## config.mk

```make
export PLATFORM = sky130hd
export DESIGN_NAME = noc_fetch_ctrl
export DESIGN_NICKNAME = d
export VERILOG_FILES = /design/src/rtl/noc_fetch_ctrl.sv
export SDC_FILE = /design/constraint.sdc
export NUM_CORES = 1
export LEC_CHECK = 0
export CORE_ASPECT_RATIO = 0.8
export CORE_UTILIZATION = 48
export CTS_CLUSTER_SIZE = 25
export DETAILED_ROUTE_END_ITERATION = 10
export PLACE_DENSITY = 0.83
export SLEW_MARGIN = 20
export SYNTH_ARGS = -nofsm -noshare
export SYNTH_HDL_FRONTEND = slang
export SYNTH_SLANG_ARGS = --single-unit
```

## constraint.sdc

```tcl
create_clock -name clk -period 2.45 [get_ports clk]
set_input_delay 0.49 -clock clk [delete_from_list [all_inputs] [get_ports clk]]
set_output_delay 0.49 -clock clk [all_outputs]
set_load 0.03 [all_outputs]
```

## src/rtl/noc_fetch_ctrl.sv

```systemverilog
// Per-port page-fetch sequencer: issues one NoC page request at a time, waits for the
// matching reply with a bounded timeout/retry loop, and returns data or an error.
module noc_fetch_ctrl #(
    parameter int DATA_W    = 16,
    parameter int ID_W      = 6,
    parameter int MAX_WAIT  = 31,
    parameter int MAX_RETRY = 3,
    parameter int DROP_W    = 8
) (
    input  logic                 clk,
    input  logic                 reset,
    input  logic                 fetch_valid,
    input  logic [ID_W-1:0]      fetch_page,
    output logic                 fetch_ready,
    output logic [ID_W:0]        request,
    input  logic [DATA_W+ID_W:0] response,
    output logic                 rsp_valid,
    input  logic                 rsp_ready,
    output logic [DATA_W-1:0]    rsp_data,
    output logic [ID_W-1:0]      rsp_page,
    output logic                 rsp_err,
    output logic                 busy,
    output logic [DROP_W-1:0]    drop_cnt,
    output logic [1:0]           state_dbg
);

    localparam int WAIT_W  = (MAX_WAIT  < 2) ? 1 : $clog2(MAX_WAIT + 1);
    localparam int RETRY_W = (MAX_RETRY < 2) ? 1 : $clog2(MAX_RETRY + 1);

    localparam logic [1:0] S_IDLE  = 2'd0;
    localparam logic [1:0] S_ISSUE = 2'd1;
    localparam logic [1:0] S_WAIT  = 2'd2;
    localparam logic [1:0] S_DONE  = 2'd3;

    // Handshakes: fetch transfers when fetch_valid & fetch_ready on a rising edge;
    // a result transfers when rsp_valid & rsp_ready; rsp_* stay stable until then.

    logic [1:0]         state;
    logic [ID_W-1:0]    cur_page;
    logic [WAIT_W-1:0]  wait_cnt;
    logic [RETRY_W-1:0] retry_cnt;

    logic               rsp_in_valid;
    logic [ID_W-1:0]    rsp_in_page;
    logic [DATA_W-1:0]  rsp_in_data;
    logic               in_flight;
    logic               match;
    logic               timeout;
    logic               drop;

    assign rsp_in_valid = response[0];
    assign rsp_in_page  = response[ID_W:1];
    assign rsp_in_data  = response[DATA_W+ID_W:ID_W+1];

    // Replies are matched on page id alone, so a late reply to an earlier attempt counts.
    assign in_flight = (state == S_ISSUE) || (state == S_WAIT);
    assign match     = in_flight && rsp_in_valid && (rsp_in_page == cur_page);
    assign timeout   = (state == S_WAIT) && (wait_cnt == WAIT_W'(MAX_WAIT));
    assign drop      = rsp_in_valid && !match;

    assign fetch_ready = (state == S_IDLE);
    assign rsp_valid   = (state == S_DONE);
    assign busy        = (state != S_IDLE);
    assign state_dbg   = state;

    always_ff @(posedge clk or posedge reset) begin
        if (reset) begin
            state     <= S_IDLE;
            cur_page  <= '0;
            wait_cnt  <= '0;
            retry_cnt <= '0;
            request   <= '0;
            rsp_data  <= '0;
            rsp_page  <= '0;
            rsp_err   <= 1'b0;
        end else begin
            case (state)
                S_IDLE: begin
                    if (fetch_valid) begin
                        cur_page  <= fetch_page;
                        retry_cnt <= '0;
                        request   <= {1'b1, fetch_page};
                        state     <= S_ISSUE;
                    end
                end
                S_ISSUE: begin
                    request  <= '0;
                    wait_cnt <= '0;
                    if (match) begin
                        rsp_data <= rsp_in_data;
                        rsp_page <= cur_page;
                        rsp_err  <= 1'b0;
                        state    <= S_DONE;
                    end else begin
                        state <= S_WAIT;
                    end
                end
                S_WAIT: begin
                    // A reply landing on the timeout cycle still wins.
                    if (match) begin
                        rsp_data <= rsp_in_data;
                        rsp_page <= cur_page;
                        rsp_err  <= 1'b0;
                        state    <= S_DONE;
                    end else if (timeout) begin
                        if (retry_cnt < RETRY_W'(MAX_RETRY)) begin
                            retry_cnt <= retry_cnt + RETRY_W'(1);
                            request   <= {1'b1, cur_page};
                            state     <= S_ISSUE;
                        end else begin
                            rsp_data <= '0;
                            rsp_page <= cur_page;
                            rsp_err  <= 1'b1;
                            state    <= S_DONE;
                        end
                    end else begin
                        wait_cnt <= wait_cnt + WAIT_W'(1);
                    end
                end
                default: begin
                    if (rsp_ready) begin
                        state <= S_IDLE;
                    end
                end
            endcase
        end
    end

    always_ff @(posedge clk or posedge reset) begin
        if (reset) begin
            drop_cnt <= '0;
        end else if (drop && (drop_cnt != {DROP_W{1'b1}})) begin
            drop_cnt <= drop_cnt + DROP_W'(1);
        end
    end

endmodule

```

Word level (Yosys, flattened, before mapping)
Cells that the tools add are included.
- muxes and demuxes: 35
- reductions and logical operators: 19
- order comparisons: 1
- add/subtract/negate cells: 3
- equal/unequal tests: 14
- operators with widths (kind ; count):
    two-way mux 16 bit ; 4
    one-hot mux 16 bit (2 select lines) ; 1
    two-way mux 7 bit ; 4
    two-way mux 6 bit ; 4
    one-hot mux 7 bit (3 select lines) ; 1
    two-way mux 2 bit ; 9
    one-hot mux 6 bit (2 select lines) ; 1
    two-way mux 5 bit ; 2
    inequality test 2 bit, second input constant ; 5
    one-hot mux 5 bit (2 select lines) ; 1
    AND reduction 5 bit ; 2
    adder 8 x 1 -> 8 bit, second input constant ; 1
    inequality test 8 bit, second input constant ; 1
    == test 6 bit ; 1
    inequality test 3 bit, second input constant ; 2
    one-hot mux 2 bit (3 select lines) ; 1
    AND reduction 3 bit ; 2
    nonzero test 2 bit ; 3
    adder 5 x 1 -> 5 bit, second input constant ; 1
    == test 5 bit, second input constant ; 1
    logical AND 1 bit ; 5
    two-way mux 1 bit ; 5
    == test 2 bit, second input constant ; 2
    one-hot mux 2 bit (2 select lines) ; 1
    other kinds (12) ; 12
- register bits: 53
- output and inout bits: 43
- input port bits: 33

Longest topological paths before layout
Gate-level depths: netlist of run 1.
- depth after elaboration: 7
- depth in mapped cells: 9
- depth with buffers taken out: 8

Worst setup path before layout of run 1
No wires, ideal clock.
- path type: register -> register
- start: register state[0] (netlist: state_dbg[0])
- end: register request[0]
- path slack: -0.012 ns
- stages on the path, launching flop included: 7
- period minus slack after synthesis: 2.462 ns
- buffers on the path: 0
- data required time: 2.325 ns
- data arrival time: 2.337 ns
- cell sequence: dfrtp_1 -> inv_1 -> ha_1 -> inv_1 -> o22ai_1 -> a211oi_4 -> mux2_2
- elaborated cells between the ends (all ways): 14
- those cells by class: eq/ne (6); mux (1); reduce/logical (7)
- RTL lines (what ; line ; source):
    from (decl) ; 38 ; logic [1:0] state;
    from (signal assigned) ; 68 ; state <= S_IDLE;
    from (signal assigned) ; 83 ; state <= S_ISSUE;
    from (signal assigned) ; 93 ; state <= S_DONE;
    logical NOT 2 bit (*) ; -- ;
    named net fetch_ready ; 14 ; output logic fetch_ready,
    inequality test 2 bit (no line) or nonzero test 3 bit (tied branches) ; -- ;
    AND reduction 5 bit (no line) ; -- ;
    to (signal assigned) ; 82 ; request <= {1'b1, fetch_page};
    to (signal assigned) ; 108 ; request <= {1'b1, cur_page};
    to (decl) ; 15 ; output logic [ID_W:0] request,
Mark *: on every way through the listed nets, which the timed path passes. The rest lies on a longest branch.
A chain may end at the register's enable or synchronous reset.

Worst setup path after layout of run 1
- start: register state[0] (netlist: state_dbg[0])
- end: output port rsp_valid
- cells in the longest elaborated chain, start to end: 1
- ends and longest elaborated chain (what ; line ; source):
    == test 2 bit ; 62 ; assign rsp_valid = (state == S_DONE);
    to (decl) ; 17 ; output logic rsp_valid,
No other way between the ends.

==> results of run 1 <==
## synthesized netlist by cell type, types with 3 or more instances
library cell / number / area [um2]
nor2_1: 8 / 30.0
xnor2_1: 8 / 70.1
dfrtp_1: 53 / 1330
ha_1: 10 / 125
clkbuf_1: 4 / 15.0
xor2_1: 8 / 70.1
nand3_1: 11 / 55.1
nor3_1: 3 / 15.0
a22o_1: 4 / 35.0
mux2_2: 13 / 146
inv_1: 12 / 45.0
a21oi_1: 3 / 15.0
nand2_1: 50 / 188
buf_2: 5 / 25.0
o21ai_0: 32 / 160
mux2i_1: 4 / 40.0
## sequential cells by signal (all words and copies together) (netlist names)
signal     flops
rsp_data      16
drop_cnt       8
request        7
cur_page       6
rsp_page       6
wait_cnt       5
retry_cnt      2
state_dbg      2
rsp_err        1
## critical path, stage by stage (launching register included)
cell             delay (ns)
dfrtp_2                0.48
ha_1                   0.30
clkdlybuf4s50_1        0.71
## how the worst max path moves through the flow
| stage | from | slack [ns] | cells past startpoint | to |
|---|---|---|---|---|
| global route | state_dbg[1]$_DFFE_PP0P_ | 0.03 | 7 | request[4]$_DFFE_PP0P_ |
| CTS | state_dbg[1]$_DFFE_PP0P_ | 0.008 | 4 | busy |
| floorplan | state_dbg[1]$_DFFE_PP0P_ | 0.03 | 6 | request[0]$_DFFE_PP0P_ |
| global placement | response[1] | 0.15 | 6 | request[4]$_DFFE_PP0P_ |
| detailed placement | response[0] | 0.1 | 6 | request[0]$_DFFE_PP0P_ |
| finish | state_dbg[0]$_DFFE_PP0P_ | 0.16 | 2 | rsp_valid |
## power groups by stage
| stage | Combinational, mW | Sequential [mW] | Clock [mW] |
|---|---|---|---|
| global route | 3.13 | 1.63 | 0.560 |
| CTS | 2.90 | 1.57 | 0.531 |
| global placement | 2.83 | 1.57 | 0 |
| detailed placement | 2.90 | 1.58 | 0 |
| floorplan | 1.25 | 2.12 | 0 |
| finish | 2.89 | 1.57 | 0.521 |
## cell families (layout without fill, tap and decap cells)
logic type,Yosys count,in the layout
compound gates,49,49
xor+xnor,16,16
mux,19,19
fa+ha+maj,10,10
flops,53,53
buf+inv,24,106
simple gates,88,88
## per-stage QoR
| step | power, mW | cell area [um2] | setup slack, ns | cells | hold WS (ns) |
|---|---|---|---|---|---|
| 3_3_place_gp | 4.40 | 3520 | 0.145 | 395 | 0.471 |
| 6_report | 4.99 | 3630 | 0.160 | 403 | 0.499 |
| 4_1_cts | 5.01 | 3620 | 0.00813 | 403 | 0.504 |
| 3_5_place_dp | 4.48 | 3520 | 0.100 | 395 | 0.484 |
| 2_1_floorplan | 3.37 | 2650 | 0.0345 | 259 | 0.477 |
| 5_1_grt | 5.32 | 3630 | 0.0268 | 403 | 0.518 |
## per-layer routing
metal	vias up	part of all wire
li1	1040	-
met1	1030	0.47
met2	78	0.44
met3	10	0.076
met4	0	0.016
met5	-	0
## area by class of cell
cell class	count	area, um2	area share
Clock inverter	2	13.8	0.00380
Clock buffer	6	82.6	0.0228
Tap cell	62	77.6	0.0214
Inverter	13	48.8	0.0135
Timing Repair Buffer	85	856	0.236
Sequential cell	53	1330	0.366
Multi-Input combinational cell	182	1220	0.336
==> out/summary.log, run 1 <==
qor: global_route.grt_usage 0.218
qor: clocking.ctsRootBufferMaster clkbuf_8
qor: route.postRouteWirelength 6.03 mm
qor: hold_path.beginning_of_the_worst_hold_path drop_cnt[7]$_DFFE_PP0P_
qor: critical_path.timing.rr.start wait_cnt[0]$_DFFE_PP0P_
qor: yosys.post_synth_instance_area 2650 um2
qor: cells_and_area.most_common_library_cell_in_the_layout_ignoring_fill_and_taps clkdlybuf4s50_1
qor: route.drc_errors 0
qor: timing.fin_tns_setup 0 ns
qor: route.drt-pass1-iter-count 4
qor: cells_and_area.commonest_non_fill_non_tap_cells_in_the_layout 73 x clkdlybuf4s50_1, 52 x dfrtp_1, 50 x nand2_1
qor: floorplanning.floorplan.die_area 5820 um2
qor: power_and_ir_drop.static-leakage-power 1.67 nW
qor: cells_and_area.layout.core_utilization 0.704
qor: global_route.grt_first_pass_wirelength 9.74 mm
qor: power_and_ir_drop.power.share.switching 0.449
qor: timing.timing.final.hold_violations 0
qor: critical_path.worst_r2r_endpoint retry_cnt[0]$_DFFE_PP0P_
qor: clocking.htreeDepth 2
qor: run_status.status finished clean
qor: clocking.tritoncts built
qor: power_and_ir_drop.net-switching-power 2.24 mW
qor: timing.layout_worst_path_cycle_share 0.935
qor: critical_path.r2r_cells 8
qor: critical_path.timing.critical_path.arrival 1.80 ns
qor: yosys.synth_compound_gate_area_share 0.123
qor: yosys.netlist-cell-type-count 40
qor: global_route.grt_start_max_net_pins 35
qor: hold_path.worst_hold_endpoint drop_cnt[7]$_DFFE_PP0P_
qor: global_route.grtUsageMet1 0.304
qor: timing.worst-slew-pin-transition 0.452 ns
qor: critical_path.r2r_setup_slack 0.17 ns
qor: critical_path.critPathCaptureType primary output
qor: yosys.synthXorXnorAreaFrac 0.0529
qor: yosys.total_number_of_yosys_warnings 0
qor: yosys.syn-mean-instance-area 10.2 um2
qor: power_and_ir_drop.pwr-share-clk 0.104
qor: floorplanning.placeableCoreArea 5150 um2
qor: yosys.post_synth_inst_count 259
qor: hold_path.hold_path_depth 1
qor: yosys.async_reset_ff_frac 1.00
qor: global_route.grt.met2_usage 0.325
qor: global_route.grt_antenna_before_repair 0
qor: floorplanning.die_x_extent 85.1 um
qor: route.drt_iter0_drc 119
qor: yosys.synthAdderAreaFrac 0.0472
qor: critical_path.crit_path_max_fanout 10
qor: yosys.synth.area.mux_share 0.0788
qor: clocking.cts-hold-fix-buffers 0
qor: power_and_ir_drop.cellPowerDensity 1380 nW/um2
qor: global_route.grt-busiest-layer met2
qor: critical_path.path_class flip-flop to primary output
qor: flow_run.drv_cap 0
qor: clocking.clkSlewWorstSetupHoldPaths 0.10 ns
qor: floorplanning.die_h 68.5 um
qor: route.num_vias 2158
qor: place.post-dp-hpwl 4.40 mm
qor: clocking.clkLatencyLatePin 0.31 ns
qor: global_route.grt_overflow 0
qor: yosys.synth_top_family_by_area simple AND/OR/NAND/NOR gates
qor: floorplanning.boundaryPins 76
qor: clocking.tritoncts_num_sinks 53
qor: timing.max_slew_margin 0.696
qor: timing.maxClockFrequency 437 MHz
qor: critical_path.crit_path_start_kind flip-flop
qor: clocking.clockBufferDepth 2
qor: cells_and_area.drive_gt1_frac 0.126
qor: route.routed_via_density 5.35
qor: timing.finalSetupViolCount 0
qor: floorplanning.placement_rows 23
qor: timing.grt_setup_unrepaired false
qor: yosys.post_synthesis_sequential_element_count 53
qor: clocking.tritoncts.num_buffers 5
qor: route.routedWlPerCell 15.0 um
qor: power_and_ir_drop.pwr-share-seq 0.316
qor: power_and_ir_drop.power_report.internal_total 2.75 mW
qor: global_route.globalRouteMet3Util 0.0663
qor: global_route.vias_in_the_first_global_route 2069
qor: timing.worst_clock_skew 0.00486 ns
qor: place.portBuffers 75
qor: yosys.synth_seq_area_share 0.500
qor: cells_and_area.layout-area-overhead-vs-synth 36.8%
qor: cells_and_area.final_nets 383
qor: yosys.synth.net_count 302
qor: timing.period_needed 2.29 ns
qor: route.ant_nets 0
qor: clocking.postCtsSetupBuffers 0
qor: timing.finalMaxSlewViolations 0
qor: power_and_ir_drop.power.share.combinational 0.580
qor: yosys.basic_gate_share_of_the_synthesized_area_counting_and_or_nand_and_nor_cells 0.157
qor: power_and_ir_drop.power.ir.vdd_worst 0.752 mV
qor: clocking.post_cts_resized 0
qor: cells_and_area.antenna-diode-count 0
qor: floorplanning.start_util 0.514
qor: cells_and_area.fillCellCount 369
qor: hold_path.hold_path_class flip-flop to flip-flop
qor: yosys.synth_enable_flop_cells 0
qor: place.finalWeightedCongestion 0.825
qor: critical_path.timing.critical_path.required 1.96 ns
qor: yosys.synth_ff_type dfrtp_1
(Power assumes the default switching activity.)
==> run 2, diff against run 1 <==
--- a/config.mk
+++ b/config.mk
@@ -6,10 +6,10 @@
 export NUM_CORES = 1
 export LEC_CHECK = 0
 export CORE_ASPECT_RATIO = 0.8
-export CORE_UTILIZATION = 48
+export CORE_UTILIZATION = 51
 export CTS_CLUSTER_SIZE = 25
 export DETAILED_ROUTE_END_ITERATION = 10
-export PLACE_DENSITY = 0.83
+export PLACE_DENSITY = 0.87
 export SLEW_MARGIN = 20
 export SYNTH_ARGS = -nofsm -noshare
 export SYNTH_HDL_FRONTEND = slang
==> constraint.sdc (replaced) <==
create_clock -name clk -period 2.7 [get_ports clk]
set_input_delay 0.54 -clock clk [delete_from_list [all_inputs] [get_ports clk]]
set_output_delay 0.54 -clock clk [all_outputs]
set_load 0.03 [all_outputs]
==> run 2 against run 1 <==
Compared with the run above:
- register-to-register slack better by 0.15 ns
- wire length up 7.0%
- largest power group unchanged
- clock skew up 0.0070 ns
- sequential share of layout area up 0.19 points
- combinational power down 8.3%
- count of clock-buffer cells in the layout down 1
- critical path depth up 2
- non-clock buffer count down 1
==> out/summary.log, run 2 (synthesized netlist as in run 1, its figures left out) <==
qor: cells_and_area.largest_register_ffs 16 [unchanged]
qor: critical_path.crit_path_start_kind flip-flop
qor: hold_path.hold_path_class flip-flop to flip-flop
qor: critical_path.path_class flip-flop to primary output
qor: cells_and_area.top_regs rsp_data x16, drop_cnt x8, request x7
qor: hold_path.beginning_of_the_worst_hold_path drop_cnt[5]$_DFFE_PP0P_
qor: critical_path.timing.critical_path.arrival 2.01 ns [+0.21 ns]
qor: critical_path.timing.critical_path.required 2.16 ns [+0.20 ns]
qor: route.drt_iter0_drc 134 [+13%]
qor: clocking.clockBufferDepth 2 [unchanged]
qor: timing.period_needed 2.55 ns
qor: floorplanning.boundaryPins 76 [unchanged]
qor: cells_and_area.layout.core_utilization 0.720 [+0.0157]
qor: cells_and_area.fillCellCount 378 [+2.4%]
qor: global_route.vias_in_the_first_global_route 2164 [+4.6%]
qor: route.postRouteWirelength 6.45 mm [+7.0%]
qor: floorplanning.die_h 66.5 um [-2.9%]
qor: route.routed_via_density 5.54 [+3.5%]
qor: timing.max_slew_margin 0.561 [-0.135]
qor: route.drc_errors 0 [unchanged]
qor: place.post-dp-hpwl 4.53 mm [+3.0%]
qor: timing.finalMaxSlewViolations 0 [unchanged]
qor: critical_path.timing.rr.start wait_cnt[0]$_DFFE_PP0P_
qor: floorplanning.die_x_extent 82.6 um [-2.9%]
qor: critical_path.critical_path.slowest_cell clkdlybuf4s50_1
qor: place.finalWeightedCongestion 0.846 [+2.6%]
qor: clocking.ctsRootBufferMaster clkbuf_8
qor: critical_path.worst_path_most_repeated_cell inv_1
qor: global_route.grt_overflow 0 [unchanged]
qor: timing.worst_clock_skew 0.0119 ns [+0.00705 ns]
qor: timing.grt_setup_unrepaired false
qor: global_route.grt_first_pass_wirelength 10.1 mm [+3.9%]
qor: floorplanning.placeableCoreArea 5010 um2 [-2.8%]
qor: cells_and_area.antenna-diode-count 0 [unchanged]
qor: global_route.grt_antenna_before_repair 0 [unchanged]
qor: power_and_ir_drop.static-leakage-power 1.65 nW [-1.4%]
qor: power_and_ir_drop.power.ir.vdd_worst 0.870 mV [+16%]
qor: timing.worst-slew-pin-transition 0.658 ns [+0.206 ns]
qor: critical_path.cp_slowest_stage_delay 0.68 ns [-0.03 ns]
qor: clocking.clkSlewWorstSetupHoldPaths 0.10 ns [about the same]
qor: cells_and_area.max_flop_register rsp_data
qor: clocking.tritoncts built
qor: route.routedWlPerCell 16.0 um [+7.2%]
qor: floorplanning.placement_rows 23 [unchanged]
qor: timing.layout_worst_path_cycle_share 0.945
qor: clocking.cts-hold-fix-buffers 0 [unchanged]
qor: clocking.clkLatencyLatePin 0.31 ns [about the same]
qor: critical_path.critPathCaptureType primary output
qor: run_status.status finished clean
qor: cells_and_area.final_nets 382 [-0.26%]
qor: timing.fin_tns_setup 0 ns [unchanged]
qor: clocking.tritoncts_num_sinks 53 [unchanged]
qor: place.portBuffers 75 [unchanged]
qor: floorplanning.floorplan.die_area 5490 um2 [-5.7%]
qor: cells_and_area.most_common_library_cell_in_the_layout_ignoring_fill_and_taps clkdlybuf4s50_1
qor: route.num_vias 2229 [+3.3%]
qor: critical_path.timing.critical_path.from state_dbg[1]$_DFFE_PP0P_
qor: route.ant_nets 0 [unchanged]
qor: route.drt-pass1-iter-count 4 [unchanged]
qor: floorplanning.start_util 0.529 [+0.0148]
qor: clocking.post_cts_resized 0 [unchanged]
qor: flow_run.drv_cap 0 [unchanged]
qor: critical_path.crit_path_max_fanout 6 [-4]
qor: critical_path.cp_cell_sequence inv_1 > ha_1 > inv_1 > clkdlybuf4s50_1
qor: power_and_ir_drop.cellPowerDensity 1280 nW/um2 [-6.8%]
qor: global_route.grt_usage 0.251 [+0.0321]
qor: clocking.tritoncts.num_buffers 5 [unchanged]
qor: timing.finalSetupViolCount 0 [unchanged]
qor: global_route.grt_start_max_net_pins 54 [+54%]
qor: clocking.htreeDepth 2 [unchanged]
qor: cells_and_area.drive_gt1_frac 0.121 [-0.00551]
qor: clocking.postCtsSetupBuffers 0 [unchanged]
qor: cells_and_area.commonest_non_fill_non_tap_cells_in_the_layout 75 x clkdlybuf4s50_1, 53 x dfrtp_1, 50 x nand2_1
qor: timing.maxClockFrequency 392 MHz
qor: timing.timing.final.hold_violations 0 [unchanged]
qor: cells_and_area.layout-area-overhead-vs-synth 36.0%
[run 2: metrics by stage]
| stage | area, um2 | setup slack, ns | power, mW | hold slack, ns | cells |
|---|---|---|---|---|---|
| after floorplan | 2650 | 0.238 | 3.05 | 0.477 | 259 |
| after detailed placement | 3490 | 0.291 | 4.04 | 0.484 | 394 |
| after global placement | 3490 | 0.363 | 3.93 | 0.469 | 394 |
| after global routing | 3600 | 0.0782 | 4.89 | 0.514 | 402 |
| after CTS | 3600 | 0.153 | 4.63 | 0.501 | 402 |
| final | 3600 | 0.149 | 4.62 | 0.497 | 402 |
[run 2: routing by layer]
| layer | up-vias | wire length (um) | GRT usage |
|---|---|---|---|
| met5 | - | 0 | 0 |
| met4 | 0 | 77 | 0.0819 |
| met3 | 11 | 491 | 0.0685 |
| met2 | 84 | 3270 | 0.420 |
| met1 | 1093 | 2620 | 0.312 |
| li1 | 1041 | - | - |
[run 2: path summary, 6_finish.rpt]
check / to / slack (ns) / cells past startpoint
max: busy / 0.15 / 4
max in group asynchronous: cur_page[1]$_DFFE_PP0P_ / 1.55 / 3
min in group asynchronous: rsp_data[1]$_DFFE_PP0P_ / 0.72 / 3
min reg2reg: drop_cnt[5]$_DFFE_PP0P_ / 0.50 / 1
min: drop_cnt[5]$_DFFE_PP0P_ / 0.50 / 1
max reg2reg: request[5]$_DFFE_PP0P_ / 0.32 / 7
[run 2: cell type report]
cell class	instances	area (um2)	share of cell area
sequential	53	1330	0.368
multi-input combinational	182	1220	0.339
timing repair buffer	84	818	0.227
tap	62	77.6	0.0215
clock buffer	5	68.8	0.0191
inverter	13	48.8	0.0135
clock inverter	3	43.8	0.0122
[run 2: critical path, delay by kind of cell, from the launching register on]
family | cells | cell delay [ns]
adder cells (fa/ha/maj) | 1 | 0.27
buffers and inverters | 3 | 0.94
flip-flops | 1 | 0.49
[run 2: power by group]
part	switching (mW)	total, mW	internal, mW
clock	0.279	0.557	0.278
combinational	1.54	2.65	1.11
sequential	0.272	1.42	1.14
total	2.09	4.62	2.53
